File: config.mk
export PLATFORM = sky130hd
export DESIGN_NAME = ldpc_ber_multi_regmap_flat
export DESIGN_NICKNAME = d
export VERILOG_FILES = /design/src/rtl/ldpc_ber_pkg.sv /design/src/rtl/ldpc_ber_multi_regmap_if.sv /design/src/rtl/ldpc_ber_reset_pulse.sv /design/src/rtl/ldpc_ber_multi_regmap.sv /design/src/flat_wrapper.sv
export SDC_FILE = /design/constraint.sdc
export NUM_CORES = 2
export LEC_CHECK = 0
export BUFFER_PORTS_ARGS = -buffer_cell sky130_fd_sc_hd__buf_2
export CAP_MARGIN = 20
export CORE_AREA = 5 5 604 606
export CTS_CLUSTER_DIAMETER = 40
export DETAILED_ROUTE_END_ITERATION = 8
export DIE_AREA = 0 0 609 611
export PLACE_DENSITY = 0.35
export SLEW_MARGIN = 15
export SYNTH_ARGS = -nofsm -noshare
export SYNTH_HDL_FRONTEND = slang
export SYNTH_SLANG_ARGS = --single-unit
File: constraint.sdc
create_clock -name up_clk -period 3.2 [get_ports up_clk]
set_input_delay 0.16 -clock up_clk [delete_from_list [all_inputs] [get_ports up_clk]]
set_output_delay 0.16 -clock up_clk [all_outputs]
set_load 0.01 [all_outputs]
File: src/rtl/ldpc_ber_pkg.sv
// Shared constants for the multi-channel LDPC BER register map.
// latency: n/a; backpressure: n/a.
package ldpc_ber_pkg;

  localparam logic [31:0] CORE_VERSION = 32'h0002_0061;
  localparam logic [31:0] CORE_MAGIC   = 32'h4350_444C;

  localparam logic [2:0] GLB_VERSION = 3'd0;
  localparam logic [2:0] GLB_SEED_ID = 3'd1;
  localparam logic [2:0] GLB_SCRATCH = 3'd2;
  localparam logic [2:0] GLB_MAGIC   = 3'd3;
  localparam logic [2:0] GLB_NUM_CH  = 3'd4;
  localparam logic [2:0] GLB_BCAST   = 3'd5;

  localparam int CH_BASE   = 'h100;
  localparam int CH_STRIDE = 'h20;
  localparam int CH_OFS_W  = $clog2(CH_STRIDE);

  localparam logic [4:0] CH_CTRL     = 5'h00;
  localparam logic [4:0] CH_AWGN     = 5'h01;
  localparam logic [4:0] CH_BEATS    = 5'h02;
  localparam logic [4:0] CH_WORD     = 5'h03;
  localparam logic [4:0] CH_MASK0    = 5'h04;
  localparam logic [4:0] CH_BLK_LO   = 5'h10;
  localparam logic [4:0] CH_BLK_HI   = 5'h11;
  localparam logic [4:0] CH_ERR_LO   = 5'h12;
  localparam logic [4:0] CH_ERR_HI   = 5'h13;
  localparam logic [4:0] CH_INFLIGHT = 5'h14;

  localparam int RESET_PULSE_MAX = 255;

endpackage

File: src/rtl/ldpc_ber_multi_regmap_if.sv
// Up-bus register port: single-cycle read/write strobes, one-cycle acks.
// latency: 1 cycle to ack; backpressure: none, every strobe is acknowledged.
interface ldpc_ber_multi_regmap_if #(
  parameter int ADDRESS_WIDTH = 10
);
  logic                     up_rreq;
  logic [ADDRESS_WIDTH-1:0] up_raddr;
  logic                     up_rack;
  logic [31:0]              up_rdata;
  logic                     up_wreq;
  logic [ADDRESS_WIDTH-1:0] up_waddr;
  logic [31:0]              up_wdata;
  logic                     up_wack;

  modport master (
    output up_rreq, up_raddr, up_wreq, up_waddr, up_wdata,
    input  up_rack, up_rdata, up_wack
  );

  modport slave (
    input  up_rreq, up_raddr, up_wreq, up_waddr, up_wdata,
    output up_rack, up_rdata, up_wack
  );
endinterface

File: src/rtl/ldpc_ber_reset_pulse.sv
// Stretched active-low soft reset; a trigger (re)loads the width counter.
// latency: resetn_out falls 1 cycle after trigger; backpressure: none.
module ldpc_ber_reset_pulse #(
  parameter int PULSE_CYCLES = 4
) (
  input  logic up_clk,
  input  logic up_resetn,
  input  logic trigger,
  output logic resetn_out,
  output logic busy
);

  logic [7:0] cnt_d, cnt_q;

  always_comb begin
    cnt_d = cnt_q;
    if (trigger) begin
      cnt_d = 8'(PULSE_CYCLES);
    end else if (cnt_q != 8'd0) begin
      cnt_d = cnt_q - 8'd1;
    end
  end

  // Loading on reset keeps the channel held for a full pulse after release.
  always_ff @(posedge up_clk or negedge up_resetn) begin
    if (!up_resetn) begin
      cnt_q <= 8'(PULSE_CYCLES);
    end else begin
      cnt_q <= cnt_d;
    end
  end

  assign resetn_out = (cnt_q == 8'd0);
  assign busy       = (cnt_q != 8'd0);

endmodule

File: src/rtl/ldpc_ber_multi_regmap.sv
// Multi-channel LDPC BER tester register map with per-channel windows and snapshots.
// latency: write/read ack 1 cycle after strobe; backpressure: none.
module ldpc_ber_multi_regmap
  import ldpc_ber_pkg::*;
#(
  parameter logic [31:0] SEED_ID            = 32'h0,
  parameter int          ADDRESS_WIDTH      = 10,
  parameter int          NUM_CH             = 4,
  parameter int          RESET_PULSE_CYCLES = 4
) (
  input  logic                    up_clk,
  input  logic                    up_resetn,
  ldpc_ber_multi_regmap_if.slave  up,
  output logic [NUM_CH-1:0]       ch_en,
  output logic [NUM_CH-1:0]       ch_sw_resetn,
  output logic [16*NUM_CH-1:0]    ch_factor,
  output logic [8*NUM_CH-1:0]     ch_offset,
  output logic [16*NUM_CH-1:0]    ch_din_beats,
  output logic [32*NUM_CH-1:0]    ch_ctrl_word,
  output logic [128*NUM_CH-1:0]   ch_last_mask,
  input  logic [64*NUM_CH-1:0]    ch_finished_blocks,
  input  logic [64*NUM_CH-1:0]    ch_bit_errors,
  input  logic [32*NUM_CH-1:0]    ch_in_flight
);

  localparam int AW        = ADDRESS_WIDTH;
  localparam int PULSE_LEN = (RESET_PULSE_CYCLES > RESET_PULSE_MAX) ? RESET_PULSE_MAX
                                                                    : RESET_PULSE_CYCLES;

  logic [AW-1:0] waddr, raddr;
  logic [31:0]   wdata;
  logic [2:0]    w_idx, r_idx;
  logic          w_glb, r_glb, w_ch, r_ch, bcast_wr;

  assign waddr = up.up_waddr;
  assign raddr = up.up_raddr;
  assign wdata = up.up_wdata;
  assign w_idx = waddr[CH_OFS_W+2:CH_OFS_W];
  assign r_idx = raddr[CH_OFS_W+2:CH_OFS_W];

  assign w_glb = (waddr[AW-1:3] == '0);
  assign r_glb = (raddr[AW-1:3] == '0);
  assign w_ch  = (waddr[AW-1:CH_OFS_W+3] == (AW-CH_OFS_W-3)'(CH_BASE >> (CH_OFS_W+3)))
              && ({1'b0, w_idx} < 4'(NUM_CH));
  assign r_ch  = (raddr[AW-1:CH_OFS_W+3] == (AW-CH_OFS_W-3)'(CH_BASE >> (CH_OFS_W+3)))
              && ({1'b0, r_idx} < 4'(NUM_CH));
  assign bcast_wr = up.up_wreq && w_glb && (waddr[2:0] == GLB_BCAST);

  logic [31:0] ch_rd [NUM_CH];

  for (genvar c = 0; c < NUM_CH; c++) begin : g_ch
    logic          wsel, rsnap, trig, busy;
    logic          en_d, en_q;
    logic [15:0]   factor_d, factor_q, beats_d, beats_q;
    logic [7:0]    offset_d, offset_q;
    logic [31:0]   ctrl_d, ctrl_q, blk_hi_d, blk_hi_q, inf_d, inf_q, rd_val;
    logic [127:0]  mask_d, mask_q;
    logic [63:0]   err_d, err_q;

    assign wsel  = up.up_wreq && w_ch && (w_idx == 3'(c));
    assign rsnap = up.up_rreq && r_ch && (r_idx == 3'(c))
                && (raddr[CH_OFS_W-1:0] == CH_BLK_LO);

    always_comb begin
      en_d     = en_q;
      factor_d = factor_q;
      offset_d = offset_q;
      beats_d  = beats_q;
      ctrl_d   = ctrl_q;
      mask_d   = mask_q;
      blk_hi_d = blk_hi_q;
      err_d    = err_q;
      inf_d    = inf_q;
      trig     = 1'b0;
      if (wsel) begin
        case (waddr[CH_OFS_W-1:0])
          CH_CTRL:  begin en_d = wdata[0]; trig = wdata[1]; end
          CH_AWGN:  begin factor_d = wdata[15:0]; offset_d = wdata[23:16]; end
          CH_BEATS: beats_d = wdata[15:0];
          CH_WORD:  ctrl_d = wdata;
          CH_MASK0:         mask_d[31:0]   = wdata;
          CH_MASK0 + 5'd1:  mask_d[63:32]  = wdata;
          CH_MASK0 + 5'd2:  mask_d[95:64]  = wdata;
          CH_MASK0 + 5'd3:  mask_d[127:96] = wdata;
          default: ;
        endcase
      end
      // Clear beats set when both are requested.
      if (bcast_wr && wdata[c]) begin
        if (wdata[9]) begin
          en_d = 1'b0;
        end else if (wdata[8]) begin
          en_d = 1'b1;
        end
        if (wdata[10]) trig = 1'b1;
      end
      if (rsnap) begin
        blk_hi_d = ch_finished_blocks[c*64+32 +: 32];
        err_d    = ch_bit_errors[c*64 +: 64];
        inf_d    = ch_in_flight[c*32 +: 32];
      end
    end

    always_ff @(posedge up_clk or negedge up_resetn) begin
      if (!up_resetn) begin
        en_q     <= 1'b0;
        factor_q <= '0;
        offset_q <= '0;
        beats_q  <= '0;
        ctrl_q   <= '0;
        mask_q   <= '0;
        blk_hi_q <= '0;
        err_q    <= '0;
        inf_q    <= '0;
      end else begin
        en_q     <= en_d;
        factor_q <= factor_d;
        offset_q <= offset_d;
        beats_q  <= beats_d;
        ctrl_q   <= ctrl_d;
        mask_q   <= mask_d;
        blk_hi_q <= blk_hi_d;
        err_q    <= err_d;
        inf_q    <= inf_d;
      end
    end

    ldpc_ber_reset_pulse #(.PULSE_CYCLES(PULSE_LEN)) u_pulse (
      .up_clk     (up_clk),
      .up_resetn  (up_resetn),
      .trigger    (trig),
      .resetn_out (ch_sw_resetn[c]),
      .busy       (busy)
    );

    // The lo word is served live; the same read latches the rest into the shadow.
    always_comb begin
      rd_val = '0;
      case (raddr[CH_OFS_W-1:0])
        CH_CTRL:          rd_val = {30'd0, busy, en_q};
        CH_AWGN:          rd_val = {8'h0, offset_q, factor_q};
        CH_BEATS:         rd_val = {16'h0, beats_q};
        CH_WORD:          rd_val = ctrl_q;
        CH_MASK0:         rd_val = mask_q[31:0];
        CH_MASK0 + 5'd1:  rd_val = mask_q[63:32];
        CH_MASK0 + 5'd2:  rd_val = mask_q[95:64];
        CH_MASK0 + 5'd3:  rd_val = mask_q[127:96];
        CH_BLK_LO:        rd_val = ch_finished_blocks[c*64 +: 32];
        CH_BLK_HI:        rd_val = blk_hi_q;
        CH_ERR_LO:        rd_val = err_q[31:0];
        CH_ERR_HI:        rd_val = err_q[63:32];
        CH_INFLIGHT:      rd_val = inf_q;
        default: ;
      endcase
    end

    assign ch_rd[c]                   = rd_val;
    assign ch_en[c]                   = en_q;
    assign ch_factor[c*16 +: 16]      = factor_q;
    assign ch_offset[c*8 +: 8]        = offset_q;
    assign ch_din_beats[c*16 +: 16]   = beats_q;
    assign ch_ctrl_word[c*32 +: 32]   = ctrl_q;
    assign ch_last_mask[c*128 +: 128] = mask_q;
  end

  logic [31:0] scratch_d, scratch_q, rdata_d, rdata_q;
  logic        rack_d, rack_q, wack_d, wack_q;

  always_comb begin
    scratch_d = scratch_q;
    if (up.up_wreq && w_glb && (waddr[2:0] == GLB_SCRATCH)) scratch_d = wdata;
    rack_d  = up.up_rreq;
    wack_d  = up.up_wreq;
    rdata_d = rdata_q;
    if (up.up_rreq) begin
      rdata_d = '0;
      if (r_glb) begin
        case (raddr[2:0])
          GLB_VERSION: rdata_d = CORE_VERSION;
          GLB_SEED_ID: rdata_d = SEED_ID;
          GLB_SCRATCH: rdata_d = scratch_q;
          GLB_MAGIC:   rdata_d = CORE_MAGIC;
          GLB_NUM_CH:  rdata_d = 32'(NUM_CH);
          default: ;
        endcase
      end else if (r_ch) begin
        for (int c = 0; c < NUM_CH; c++) begin
          if (r_idx == 3'(c)) rdata_d = ch_rd[c];
        end
      end
    end
  end

  always_ff @(posedge up_clk or negedge up_resetn) begin
    if (!up_resetn) begin
      scratch_q <= '0;
      rdata_q   <= '0;
      rack_q    <= 1'b0;
      wack_q    <= 1'b0;
    end else begin
      scratch_q <= scratch_d;
      rdata_q   <= rdata_d;
      rack_q    <= rack_d;
      wack_q    <= wack_d;
    end
  end

  assign up.up_rdata = rdata_q;
  assign up.up_rack  = rack_q;
  assign up.up_wack  = wack_q;

endmodule

File: src/flat_wrapper.sv
// flat-port wrapper written by rule: the top's interface ports become plain ports
module ldpc_ber_multi_regmap_flat import ldpc_ber_pkg::*;
#(
  parameter logic [31:0] SEED_ID            = 32'h0,
  parameter int          ADDRESS_WIDTH      = 10,
  parameter int          NUM_CH             = 4,
  parameter int          RESET_PULSE_CYCLES = 4
)
  (up_clk, up_resetn, ch_en, ch_sw_resetn, ch_factor, ch_offset, ch_din_beats, ch_ctrl_word, ch_last_mask, ch_finished_blocks, ch_bit_errors, ch_in_flight, up_up_rreq, up_up_raddr, up_up_wreq, up_up_waddr, up_up_wdata, up_up_rack, up_up_rdata, up_up_wack);
  ldpc_ber_multi_regmap_if #(.ADDRESS_WIDTH(ADDRESS_WIDTH)) up_i ();
  input  logic up_clk;
  input  logic up_resetn;
  output logic [NUM_CH-1:0] ch_en;
  output logic [NUM_CH-1:0] ch_sw_resetn;
  output logic [16*NUM_CH-1:0] ch_factor;
  output logic [8*NUM_CH-1:0] ch_offset;
  output logic [16*NUM_CH-1:0] ch_din_beats;
  output logic [32*NUM_CH-1:0] ch_ctrl_word;
  output logic [128*NUM_CH-1:0] ch_last_mask;
  input  logic [64*NUM_CH-1:0] ch_finished_blocks;
  input  logic [64*NUM_CH-1:0] ch_bit_errors;
  input  logic [32*NUM_CH-1:0] ch_in_flight;
  input wire logic [$bits(up_i.up_rreq)-1:0] up_up_rreq;
  input wire logic [$bits(up_i.up_raddr)-1:0] up_up_raddr;
  input wire logic [$bits(up_i.up_wreq)-1:0] up_up_wreq;
  input wire logic [$bits(up_i.up_waddr)-1:0] up_up_waddr;
  input wire logic [$bits(up_i.up_wdata)-1:0] up_up_wdata;
  output wire logic [$bits(up_i.up_rack)-1:0] up_up_rack;
  output wire logic [$bits(up_i.up_rdata)-1:0] up_up_rdata;
  output wire logic [$bits(up_i.up_wack)-1:0] up_up_wack;
  assign up_i.up_rreq = up_up_rreq;
  assign up_i.up_raddr = up_up_raddr;
  assign up_i.up_wreq = up_up_wreq;
  assign up_i.up_waddr = up_up_waddr;
  assign up_i.up_wdata = up_up_wdata;
  assign up_up_rack = up_i.up_rack;
  assign up_up_rdata = up_i.up_rdata;
  assign up_up_wack = up_i.up_wack;
  ldpc_ber_multi_regmap #(.SEED_ID(SEED_ID), .ADDRESS_WIDTH(ADDRESS_WIDTH), .NUM_CH(NUM_CH), .RESET_PULSE_CYCLES(RESET_PULSE_CYCLES)) u_core (.up_clk(up_clk), .up_resetn(up_resetn), .up(up_i), .ch_en(ch_en), .ch_sw_resetn(ch_sw_resetn), .ch_factor(ch_factor), .ch_offset(ch_offset), .ch_din_beats(ch_din_beats), .ch_ctrl_word(ch_ctrl_word), .ch_last_mask(ch_last_mask), .ch_finished_blocks(ch_finished_blocks), .ch_bit_errors(ch_bit_errors), .ch_in_flight(ch_in_flight));
endmodule
==> results.py <==
metrics = {
    "clocking": {
        "clk_transition_reported_paths_ns": 0.05,
        "clk_path_buf_depth": 4,
        "clkSinkCount": 1414,
        "numCtsBuffers": 351,
        "clock_latency_ns": 0.94,
        "tritoncts": "yes",
        "cts_max_level": 5,
        "ctsRootBufferMaster": "clkbuf_16",
        "post_cts_buffers": 0,
    },
    "run_status": {
        "outcome": "finished, violations left",
        "failed_checks": "setup timing",
    },
    "floorplanning": {
        "die_area_sq_mm": 0.372,
        "pin_count": 1538,
        "core-area_sq_mm": 0.358,
        "die_w_microns": 609,
        "start_util": 0.177,
        "die_h_microns": 611,
        "std_cell_rows": 220,
    },
    "worst_setup_path": {
        "slowest_stage": "dlygate4sd3_1",
        "crit_buf_inv": 5,
        "arrival_ns": 4.09,
        "critPathMaxStageDelay_ns": 0.62,
        "r2r_start": "u_core.g_ch[2].mask_q[100]",
        "cpLargestDelayFamily": "buffers and inverters",
        "reg2reg_depth": 8,
        "timing.critical_path.mode_cell": "dlygate4sd3_1",
        "reg2reg_to": "u_core.up.up_rdata[4]",
        "cp-end-kind": "flip-flop",
        "path_class": "in2reg",
        "crit_chain": "dlygate4sd3_1 > buf_2 > or3_2 > buf_12 > a21oi_1 > and4_1 > nand3_1 > o21ai_0 > dlygate4sd3_1 > o21ai_1 > dlygate4sd3_1",
        "critPathRequiredTime_ns": 3.99,
        "r2r_slack_ns": 0.12,
        "critPathLaunchType": "primary input",
        "crit_path_max_fanout": 13,
    },
    "place": {
        "post-place-cells": 11023,
        "portBuffers": 1537,
        "place.gp.congestion": 0.882,
        "hpwlAfterDp_microns": 391000,
        "placed_area_sq_mm": 0.0795,
        "dp_slack_ns": -0.193,
    },
    "power": {
        "cellLeakagePower_nw": 51.3,
        "power.density_mw_per_mm2": 610,
        "irDropWorstVdd_v": 0.000443,
    },
    "yosys": {
        "ys_ff_latch": 1414,
        "seq_area_frac_synth": 0.557,
        "yosys_warnings": 0,
        "yosys_most_used_dff": "dfrtp_1",
        "async_reset_ff_frac": 1.00,
        "synth_area_sq_mm": 0.0635,
        "syn_avg_cell_area_sq_um": 13.4,
        "netlist_top_cells_area": "dfrtp_1 (56%), mux2_2 (15%), mux2_1 (9.4%)",
        "synth_top_area_frac": 0.556,
        "yosys.area.top_type": "dfrtp_1",
        "syn_inst": 4746,
        "synth_edf_count": 0,
        "yosysUniqueCellTypes": 82,
        "synth_fp_nets": 5447,
    },
    "global_routing": {
        "grt_pass1_vias": 61782,
        "grt_pass1_wl_microns": 660000,
        "grt_antenna_before_repair": 123,
        "grt_overflow_total": 0,
        "grt_usage": 0.267,
        "grt_max_degree": 103,
    },
    "layout": {
        "final_layout_size_suffix_gt1_frac": 0.437,
        "nets": 8327,
        "fin_area_sq_mm": 0.103,
        "syn_to_final_growth_pct": 61.9,
        "stdcell_count": 12750,
    },
    "job": {
        "drv_cap": 0,
    },
    "routing": {
        "firstDrtPassIters": 5,
        "totalWireLength_microns": 517000,
        "routedWlPerCell_microns": 40.6,
        "drc": 0,
        "via_count": 59417,
        "vias_per_cell": 4.66,
        "drt_iter0_markers": 5851,
        "ant_nets": 0,
    },
    "timing": {
        "period_share": 1.03,
        "slew-limit-headroom": 0.219,
        "finalMaxSlewViolations": 0,
        "tightest_slew_ns": 1.16,
        "fin_worst_skew_ns": 0.0699,
        "fin_crit_ns": 3.30,
        "setup_violations": 1,
        "rsz0062_at_grt": "no",
        "holdWs_ns": 0.0757,
        "fin_ws_ns": -0.0997,
        "hold_viol": 0,
        "fmax_ghz": 0.303,
    },
    "hold_path": {
        "min_to": "u_core.g_ch[3].blk_hi_q[6]",
        "worstHoldStart": "ch_finished_blocks[230]",
        "hold_class": "in2reg",
        "hold_path_depth": 3,
    },
}
worst register-to-register path, stage by stage, from the launching register on:
cell           delay, ns
dfrtp_1             0.42
mux2_2              0.29
a221o_1             0.44
a221oi_1            0.26
nand3_1             0.16
o211ai_1            0.15
dlygate4sd3_1       0.62
o21ai_0             0.08
dlygate4sd3_1       0.56
layout by cell type (no fill, tap or decap), types with 94 or more instances in the layout:
cell type / n
a22oi_1: 316
buf_2: 1530
a21oi_1: 116
mux2_2: 831
nand2_1: 112
nor2_1: 107
buf_12: 94
mux2_1: 531
mux2i_1: 141
dfrtp_1: 1410
clkbuf_16: 352
dlygate4sd3_1: 1022
buf_4: 287
worst max-delay path by stage:
stage	endpoint	slack, ns	cells after the start	start
CTS	u_core.up.up_rdata[1]	0.09	10	u_core.g_ch[2].u_pulse.cnt_q[0]
finish	u_core.up.up_rdata[17]	-0.1	11	up_up_raddr[7]
floorplan	u_core.up.up_rdata[1]	1.05	10	u_core.g_ch[2].u_pulse.cnt_q[0]
global placement	u_core.up.up_rdata[15]	-0.58	11	up_up_raddr[4]
detailed placement	u_core.up.up_rdata[15]	-0.19	11	up_up_raddr[4]
global route	u_core.up.up_rdata[19]	0.03	11	up_up_raddr[7]
state kept, by name, indices dropped and copies added, names as in the netlist, 64 cells and up:
register,flops
u_core.g_ch.inf_q,128
u_core.g_ch.err_q,256
u_core.g_ch.factor_q,64
u_core.g_ch.blk_hi_q,128
u_core.g_ch.beats_q,64
u_core.g_ch.ctrl_q,128
u_core.g_ch.mask_q,512
synthesized netlist by cell type (all sizes together) (4+ instances only):
master	count
a222oi	26
and4	6
nand2	134
a22oi	316
or3	7
nor2	130
nand3b	4
mux2	1362
a221o	9
nor2b	7
a31oi	17
xnor2	12
inv	19
or2	6
buf	273
nor3	34
and3	12
nor4	15
a311oi	4
nor3b	7
o2bb2ai	15
and2	11
o21ai	98
xor2	5
a211oi	27
o211ai	16
a211o	6
clkbuf	139
nand4	47
a21oi	116
ha	5
a2111oi	22
nand2b	13
dfstp	4
nand3	51
o22ai	22
o31ai	4
dfrtp	1410
a21o	4
mux2i	141
o2111ai	5
a22o	72
a221oi	74
report_power, final:
part	switching, W	total [W]	internal, W
Combinational	0.00284	0.00485	0.00201
Clock	0.0127	0.0390	0.0263
Sequential	0.000448	0.0188	0.0184
routing by layer:
layer  vias to the layer above  track usage  routed length (microns)
li1                      23805            -                        -
met1                     31867        0.331                   211000
met2                      2904        0.445                   245000
met3                       829       0.0593                    34400
met4                        12        0.116                    25900
met5                         -            0                       81
timing repair:
action | in CTS | in global routing
hold buffers | 1023 | 0
setup endpoints to repair | 0 | 6
endpoints found under the hold margin | 2135 | 0
resized for setup | 0 | 3
cells by family (layout without fill, tap and decap cells):
logic type / Yosys count / in the layout / share of synthesized area
buf+inv: 432 / 3607 / 0.0351
compound gates: 875 / 875 / 0.0999
fa+ha+maj: 5 / 5 / 0.000985
flops: 1414 / 1414 / 0.557
xor+xnor: 17 / 17 / 0.00235
simple gates: 499 / 499 / 0.0401
other cells: 0 / 56 / 0
mux: 1504 / 1504 / 0.264
cell type report:
cell class | count | area, sq um
Antenna cell | 56 | 140
Clock buffer | 436 | 9580
Clock inverter | 212 | 3260
Fill cell | 37226 | 256000
Inverter | 20 | 76.3
Multi-Input combinational cell | 2900 | 26400
Sequential cell | 1414 | 35400
Tap cell | 4773 | 5970
Timing Repair Buffer | 2939 | 22000
metrics by stage:
step | setup TNS [ns] | util | power (W)
final | -0.0997 | 0.287 | 0.0627
after global routing | 0 | 0.287 | 0.0644
after CTS | 0 | 0.286 | 0.0633
after detailed placement | -0.347 | 0.222 | 0.0229
after global placement | -1.53 | 0.222 | 0.0229
after floorplan | 0 | - | 0.0201
Note: power is estimated with default switching activity, not from simulation.
